## src/rtl/mc_ctrl.sv

```systemverilog
// Multi-cycle Moore controller for the MIPS-lite datapath: fetch/decode/execute/
// memory/writeback sequencing, datapath control decode and a retired-instruction counter.
module mc_ctrl #(
  parameter int CNT_W = 32
) (
  input  logic             clk,
  input  logic             reset,
  input  logic [5:0]       Op,
  input  logic [5:0]       Funct,
  input  logic             Zero,
  output logic             PCWrite,
  output logic             IRWrite,
  output logic             RegWrite,
  output logic             MemWrite,
  output logic             ALUSrcA,
  output logic [1:0]       ALUSrcB,
  output logic [3:0]       ALUCtrl,
  output logic [1:0]       ExtOp,
  output logic             RegDst,
  output logic             MemtoReg,
  output logic [1:0]       PCSrc,
  output logic [3:0]       State,
  output logic [CNT_W-1:0] InstrCnt
);

  localparam logic [3:0] S_FETCH  = 4'd0;
  localparam logic [3:0] S_DECODE = 4'd1;
  localparam logic [3:0] S_MEMADR = 4'd2;
  localparam logic [3:0] S_MEMRD  = 4'd3;
  localparam logic [3:0] S_MEMWB  = 4'd4;
  localparam logic [3:0] S_MEMWR  = 4'd5;
  localparam logic [3:0] S_REXE   = 4'd6;
  localparam logic [3:0] S_IEXE   = 4'd7;
  localparam logic [3:0] S_ALUWB  = 4'd8;
  localparam logic [3:0] S_BRANCH = 4'd9;
  localparam logic [3:0] S_JUMP   = 4'd10;

  localparam logic [3:0] C_NONE = 4'd0;
  localparam logic [3:0] C_ADDU = 4'd1;
  localparam logic [3:0] C_SUBU = 4'd2;
  localparam logic [3:0] C_ORI  = 4'd3;
  localparam logic [3:0] C_LUI  = 4'd4;
  localparam logic [3:0] C_LW   = 4'd5;
  localparam logic [3:0] C_SW   = 4'd6;
  localparam logic [3:0] C_BEQ  = 4'd7;
  localparam logic [3:0] C_J    = 4'd8;

  logic [3:0]       state;
  logic [3:0]       state_nxt;
  logic [3:0]       cls;
  logic [3:0]       cls_dec;
  logic [CNT_W-1:0] cnt;
  logic             retire;
  logic             pc_write;
  logic             ir_write;
  logic             reg_write;
  logic             mem_write;

  always_comb begin
    cls_dec = C_NONE;
    case (Op)
      6'b000000: begin
        if (Funct == 6'b100001)      cls_dec = C_ADDU;
        else if (Funct == 6'b100011) cls_dec = C_SUBU;
      end
      6'b001101: cls_dec = C_ORI;
      6'b001111: cls_dec = C_LUI;
      6'b100011: cls_dec = C_LW;
      6'b101011: cls_dec = C_SW;
      6'b000100: cls_dec = C_BEQ;
      6'b000010: cls_dec = C_J;
      default:   cls_dec = C_NONE;
    endcase
  end

  // Only DECODE looks at live Op/Funct; every later state steers on the latched class.
  always_comb begin
    state_nxt = S_FETCH;
    case (state)
      S_FETCH: state_nxt = S_DECODE;
      S_DECODE: begin
        case (cls_dec)
          C_LW, C_SW:     state_nxt = S_MEMADR;
          C_ADDU, C_SUBU: state_nxt = S_REXE;
          C_ORI, C_LUI:   state_nxt = S_IEXE;
          C_BEQ:          state_nxt = S_BRANCH;
          C_J:            state_nxt = S_JUMP;
          default:        state_nxt = S_FETCH;
        endcase
      end
      S_MEMADR: state_nxt = (cls == C_SW) ? S_MEMWR : S_MEMRD;
      S_MEMRD:  state_nxt = S_MEMWB;
      S_REXE:   state_nxt = S_ALUWB;
      S_IEXE:   state_nxt = S_ALUWB;
      default:  state_nxt = S_FETCH;
    endcase
  end

  always_comb begin
    pc_write  = 1'b0;
    ir_write  = 1'b0;
    reg_write = 1'b0;
    mem_write = 1'b0;
    ALUSrcA   = 1'b0;
    ALUSrcB   = 2'b00;
    ALUCtrl   = 4'b0000;
    ExtOp     = 2'b00;
    RegDst    = 1'b0;
    MemtoReg  = 1'b0;
    PCSrc     = 2'b00;
    case (state)
      S_FETCH: begin
        ir_write = 1'b1;
        pc_write = 1'b1;
        ALUSrcB  = 2'b01;
        ALUCtrl  = 4'b0001;
      end
      S_DECODE: begin
        ALUSrcB = 2'b11;
        ExtOp   = 2'b01;
        ALUCtrl = 4'b0001;
      end
      S_MEMADR: begin
        ALUSrcA = 1'b1;
        ALUSrcB = 2'b10;
        ExtOp   = 2'b01;
        ALUCtrl = 4'b0001;
      end
      S_MEMWB: begin
        reg_write = 1'b1;
        MemtoReg  = 1'b1;
      end
      S_MEMWR: mem_write = 1'b1;
      S_REXE: begin
        ALUSrcA = 1'b1;
        ALUCtrl = (cls == C_SUBU) ? 4'b0010 : 4'b0001;
      end
      S_IEXE: begin
        ALUSrcA = 1'b1;
        ALUSrcB = 2'b10;
        if (cls == C_LUI) begin
          ExtOp   = 2'b10;
          ALUCtrl = 4'b1000;
        end else begin
          ExtOp   = 2'b00;
          ALUCtrl = 4'b0100;
        end
      end
      S_ALUWB: begin
        reg_write = 1'b1;
        RegDst    = (cls == C_ADDU) || (cls == C_SUBU);
      end
      S_BRANCH: begin
        ALUSrcA  = 1'b1;
        ALUCtrl  = 4'b0010;
        PCSrc    = 2'b01;
        pc_write = Zero;
      end
      S_JUMP: begin
        pc_write = 1'b1;
        PCSrc    = 2'b10;
      end
      default: ;
    endcase
  end

  // Write enables are suppressed combinationally so nothing commits while reset is held.
  assign PCWrite  = pc_write  & ~reset;
  assign IRWrite  = ir_write  & ~reset;
  assign RegWrite = reg_write & ~reset;
  assign MemWrite = mem_write & ~reset;

  assign retire = (state == S_MEMWB) || (state == S_MEMWR) || (state == S_ALUWB) ||
                  (state == S_BRANCH) || (state == S_JUMP);

  always_ff @(posedge clk) begin
    if (reset) begin
      state <= S_FETCH;
      cls   <= C_NONE;
      cnt   <= '0;
    end else begin
      state <= state_nxt;
      if (state == S_DECODE) cls <= cls_dec;
      if (retire) cnt <= cnt + CNT_W'(1);
    end
  end

  assign State    = state;
  assign InstrCnt = cnt;

endmodule

```

## config.mk

```make
export PLATFORM = sky130hd
export DESIGN_NAME = mc_ctrl
export DESIGN_NICKNAME = d
export VERILOG_FILES = /design/src/rtl/mc_ctrl.sv
export SDC_FILE = /design/constraint.sdc
export NUM_CORES = 1
export LEC_CHECK = 0
export CAP_MARGIN = 30
export CORE_MARGIN = 10
export CORE_UTILIZATION = 35
export DETAILED_ROUTE_END_ITERATION = 8
export GPL_TIMING_DRIVEN = 0
export SYNTH_ARGS = -nofsm -noshare
export SYNTH_HDL_FRONTEND = slang
export SYNTH_SLANG_ARGS = --single-unit
```

## constraint.sdc

```tcl
create_clock -name clk -period 3.2 [get_ports clk]
set_input_delay 0.64 -clock clk [delete_from_list [all_inputs] [get_ports clk]]
set_output_delay 0.64 -clock clk [all_outputs]
set_load 0.03 [all_outputs]
```

==> flow_metrics.py <==
metrics = {
    "timing": {
        "fin_crit_ns": 2.984,
        "rsz0062_at_grt": "false",
        "slew_headroom": 0.4602,
        "maxSlewViolCount": 0,
        "setup_viol": 0,
        "fin_tns_setup_ns": 0,
        "tightest_slew_ns": 0.8035,
        "hold_viol": 0,
        "max_freq_ghz": 0.3351,
        "fin_crit_sh": 0.9326,
        "clock_skew_ns": 0.006491,
    },
    "setup_path": {
        "startpoint_type": "flop",
        "endpoint_kind": "output port",
        "worst-path-buf-inv": 3,
        "slowest_stage": "clkdlybuf4s50_1",
        "cp.required_ns": 2.56,
        "critical_path_class": "flop to output port",
        "crit_path_max_fanout": 10,
        "max_stage_delay_ns": 0.73,
        "critPathTopFamily": "buffers and inverters",
        "worstPathArrival_ns": 2.34,
        "crit_chain": "buf_2 > clkbuf_1 > nand3b_1 > a211oi_1 > clkdlybuf4s50_1",
    },
    "synthesis": {
        "synth.net_count": 305,
        "synthMuxAreaShare": 0.01810,
        "synth_top_family_by_area": "simple AND/OR/NAND/NOR gates",
        "avgSynthCellArea_um2": 7.975,
        "synth_compound_area_frac": 0.1179,
        "ys_dominant_reg_cell": "dfxtp_1",
        "syn-cell-area_um2": 2281,
        "async_flop_share": 0,
        "yosysSeqAreaShare": 0.3511,
        "yosys_warnings": 0,
        "synth_xor_area_frac": 0.09984,
        "synth-seq-cells": 40,
        "yosys.area_share.simple": 0.3412,
        "synth.distinct_cells": 49,
        "synthAdderAreaFrac": 0.02194,
        "synth-edff-count": 0,
        "syn_inst": 286,
    },
    "clocking": {
        "cts_max_path_buffers": 2,
        "cts_sinks": 40,
        "cts.clk_slew.worst_paths_ns": 0.08,
        "cts_setup_buffers": 0,
        "htreeDepth": 2,
        "root_buffer": "clkbuf_8",
        "postCtsHoldBufs": 0,
        "tritoncts": "built",
        "cts_buffers": 5,
        "cts_resized": 0,
        "insertion_delay_ns": 0.29,
    },
    "route": {
        "post_drt_wl_per_cell_um": 15.52,
        "wl_met2_um": 3249,
        "first_iter_violations": 70,
        "wl_met3_um": 436,
        "via_per_inst": 5.365,
        "drt-met1-wl_um": 2961,
        "postRouteAntennaNets": 0,
        "vias": 2339,
        "drc": 0,
        "highest_layer": "met4",
        "firstDrtPassIters": 4,
        "totalWireLength_um": 6765,
    },
    "power_and_ir_drop": {
        "power_density_nw_per_um2": 362.3,
        "ir_drop_v": 0.0002231,
        "p_leak_nw": 1.054,
        "total_power_w": 0.001149,
    },
    "finish": {
        "area_delta_synth_final_pct": 39.00,
        "regArea_um2": 800.8,
        "multiInputGateArea_um2": 1368,
        "final_nets": 378,
        "fill_cells": 638,
        "diodes": 0,
        "drive_gt1_frac": 0.05014,
    },
    "run_status": {
        "status": "completed",
    },
    "placement": {
        "dp.final_hpwl_um": 5211,
        "portBuffers": 66,
        "gp_congestion": 0.8054,
    },
    "global_routing": {
        "grt_overflow": 0,
        "grt_max_degree": 13,
        "antenna_found_initial": 0,
        "grt_pass1_vias": 2229,
        "grt_pass1_wl_um": 11250,
        "grt_usage": 0.1342,
    },
    "floorplanning": {
        "die_area_um2": 10150,
        "core_um2": 6350,
        "rows": 29,
        "io_pins": 68,
        "fp.dieW_um": 100.7,
        "initial_core_util": 0.3592,
        "die_y_um": 100.7,
    },
    "job": {
        "maxCapViolations": 0,
    },
    "worst_hold_path": {
        "worstHoldPathType": "flop to flop",
    },
}
==> report_power, final <==
part | total, W | internal (W) | switching (W)
sequential | 0.000510 | 0.000503 | 0.00000704
clock | 0.000488 | 0.000307 | 0.000181
combinational | 0.000150 | 0.0000624 | 0.0000880
==> layout by cell type (no fill, tap or decap), types with 2 or more instances in the layout <==
| cell type | n |
|---|---|
| nand3_1 | 13 |
| a21o_1 | 2 |
| or3b_2 | 2 |
| o2bb2ai_1 | 2 |
| nor3b_1 | 2 |
| nor3_1 | 18 |
| nor2b_1 | 4 |
| o32ai_1 | 2 |
| and4_1 | 5 |
| o21ai_0 | 6 |
| nand4_1 | 8 |
| nand2b_1 | 4 |
| clkdlybuf4s50_1 | 65 |
| nor4b_1 | 2 |
| xnor2_1 | 20 |
| buf_2 | 4 |
| xor2_1 | 6 |
| ha_1 | 4 |
| bufinv_16 | 2 |
| nand3b_1 | 3 |
| dfxtp_1 | 40 |
| nor4_1 | 13 |
| clkbuf_8 | 5 |
| or3_1 | 5 |
| inv_1 | 11 |
| nor2_1 | 38 |
| nand2_1 | 19 |
| clkbuf_1 | 11 |
| a211oi_1 | 5 |
| a21oi_1 | 12 |
| mux2i_1 | 3 |
| or4_1 | 2 |
==> cell usage after synthesis (all sizes together) (2+ instances only) <==
cell     number  share of area
and4          6          0.024
nand3        13          0.029
xnor2        20          0.077
nand3b        3         0.0099
o21ai         6          0.013
nor2         38          0.063
nand4         9          0.027
a211oi        5          0.016
mux2i         3          0.013
o32ai         2         0.0077
a21oi        12          0.026
clkbuf       11          0.018
or4           3          0.012
o2bb2ai       2         0.0077
nand2b        4          0.011
nor4         13          0.036
nor2b         4          0.011
inv          11          0.018
nor4b         2         0.0077
nand2        19          0.031
buf           5          0.014
a21o          2         0.0066
nor3b         2         0.0066
or3           5          0.014
xor2          6          0.023
or3b          2         0.0077
ha            4          0.022
dfxtp        40           0.35
nor3         18          0.039
==> worst paths after layout <==
| path | from | endpoint | slack, ns | cells past startpoint |
|---|---|---|---|---|
| setup / recovery | State[1] | PCWrite | 0.22 | 5 |
| hold / removal | InstrCnt[29] | InstrCnt[29] | 0.52 | 2 |
| setup reg to reg | State[2] | InstrCnt[30] | 0.68 | 7 |
| hold reg to reg | InstrCnt[29] | InstrCnt[29] | 0.52 | 2 |
==> per-stage QoR <==
step | cell area [um2] | instances | util | hold WS, ns | setup slack (ns)
3_5_place_dp | 3039 | 429 | 0.4786 | 0.5163 | 0.04786
3_3_place_gp | 3039 | 429 | 0.4786 | 0.4976 | 0.05361
6_report | 3171 | 436 | 0.4993 | 0.5210 | 0.2157
4_1_cts | 3168 | 436 | 0.4989 | 0.5262 | 0.1250
5_1_grt | 3171 | 436 | 0.4993 | 0.5587 | 0.09651
2_1_floorplan | 2282 | 286 | - | 0.4755 | 0.3269
==> area by class of cell <==
cell class,count,share of cell area
Timing Repair Buffer,66,0.2092
Buffer,16,0.02289
Tap cell,77,0.03039
Sequential cell,40,0.2526
Clock buffer,5,0.02170
Inverter,11,0.01302
Clock inverter,2,0.01894
Multi-Input combinational cell,219,0.4313
==> routing by layer <==
metal	vias to the layer above	track usage
met1	1083	0.1558
met3	10	0.04184
met4	0	0.04891
li1	1180	-
met2	66	0.2256
met5	-	0
==> flip-flops by register name, summed over array words and instances (netlist names) <==
register	cells
cls	4
State	4
InstrCnt	32
==> worst register-to-register path: cells and delay by family, from the launching register on <==
family / cells / cell delay (ns)
AO/OA/AOI/OAI: 2 / 0.71
flip-flops: 1 / 0.33
buffers and inverters: 2 / 0.55
AND/OR/NAND/NOR: 3 / 0.86
==> logic make-up (layout without fill, tap and decap cells) <==
logic type,after synthesis,in the layout
buf+inv,27,100
mux,4,4
flops,40,40
xor+xnor,26,26
simple gates,145,145
fa+ha+maj,4,4
compound gates,40,40
No activity file was read; power rests on OpenSTA's default activity.
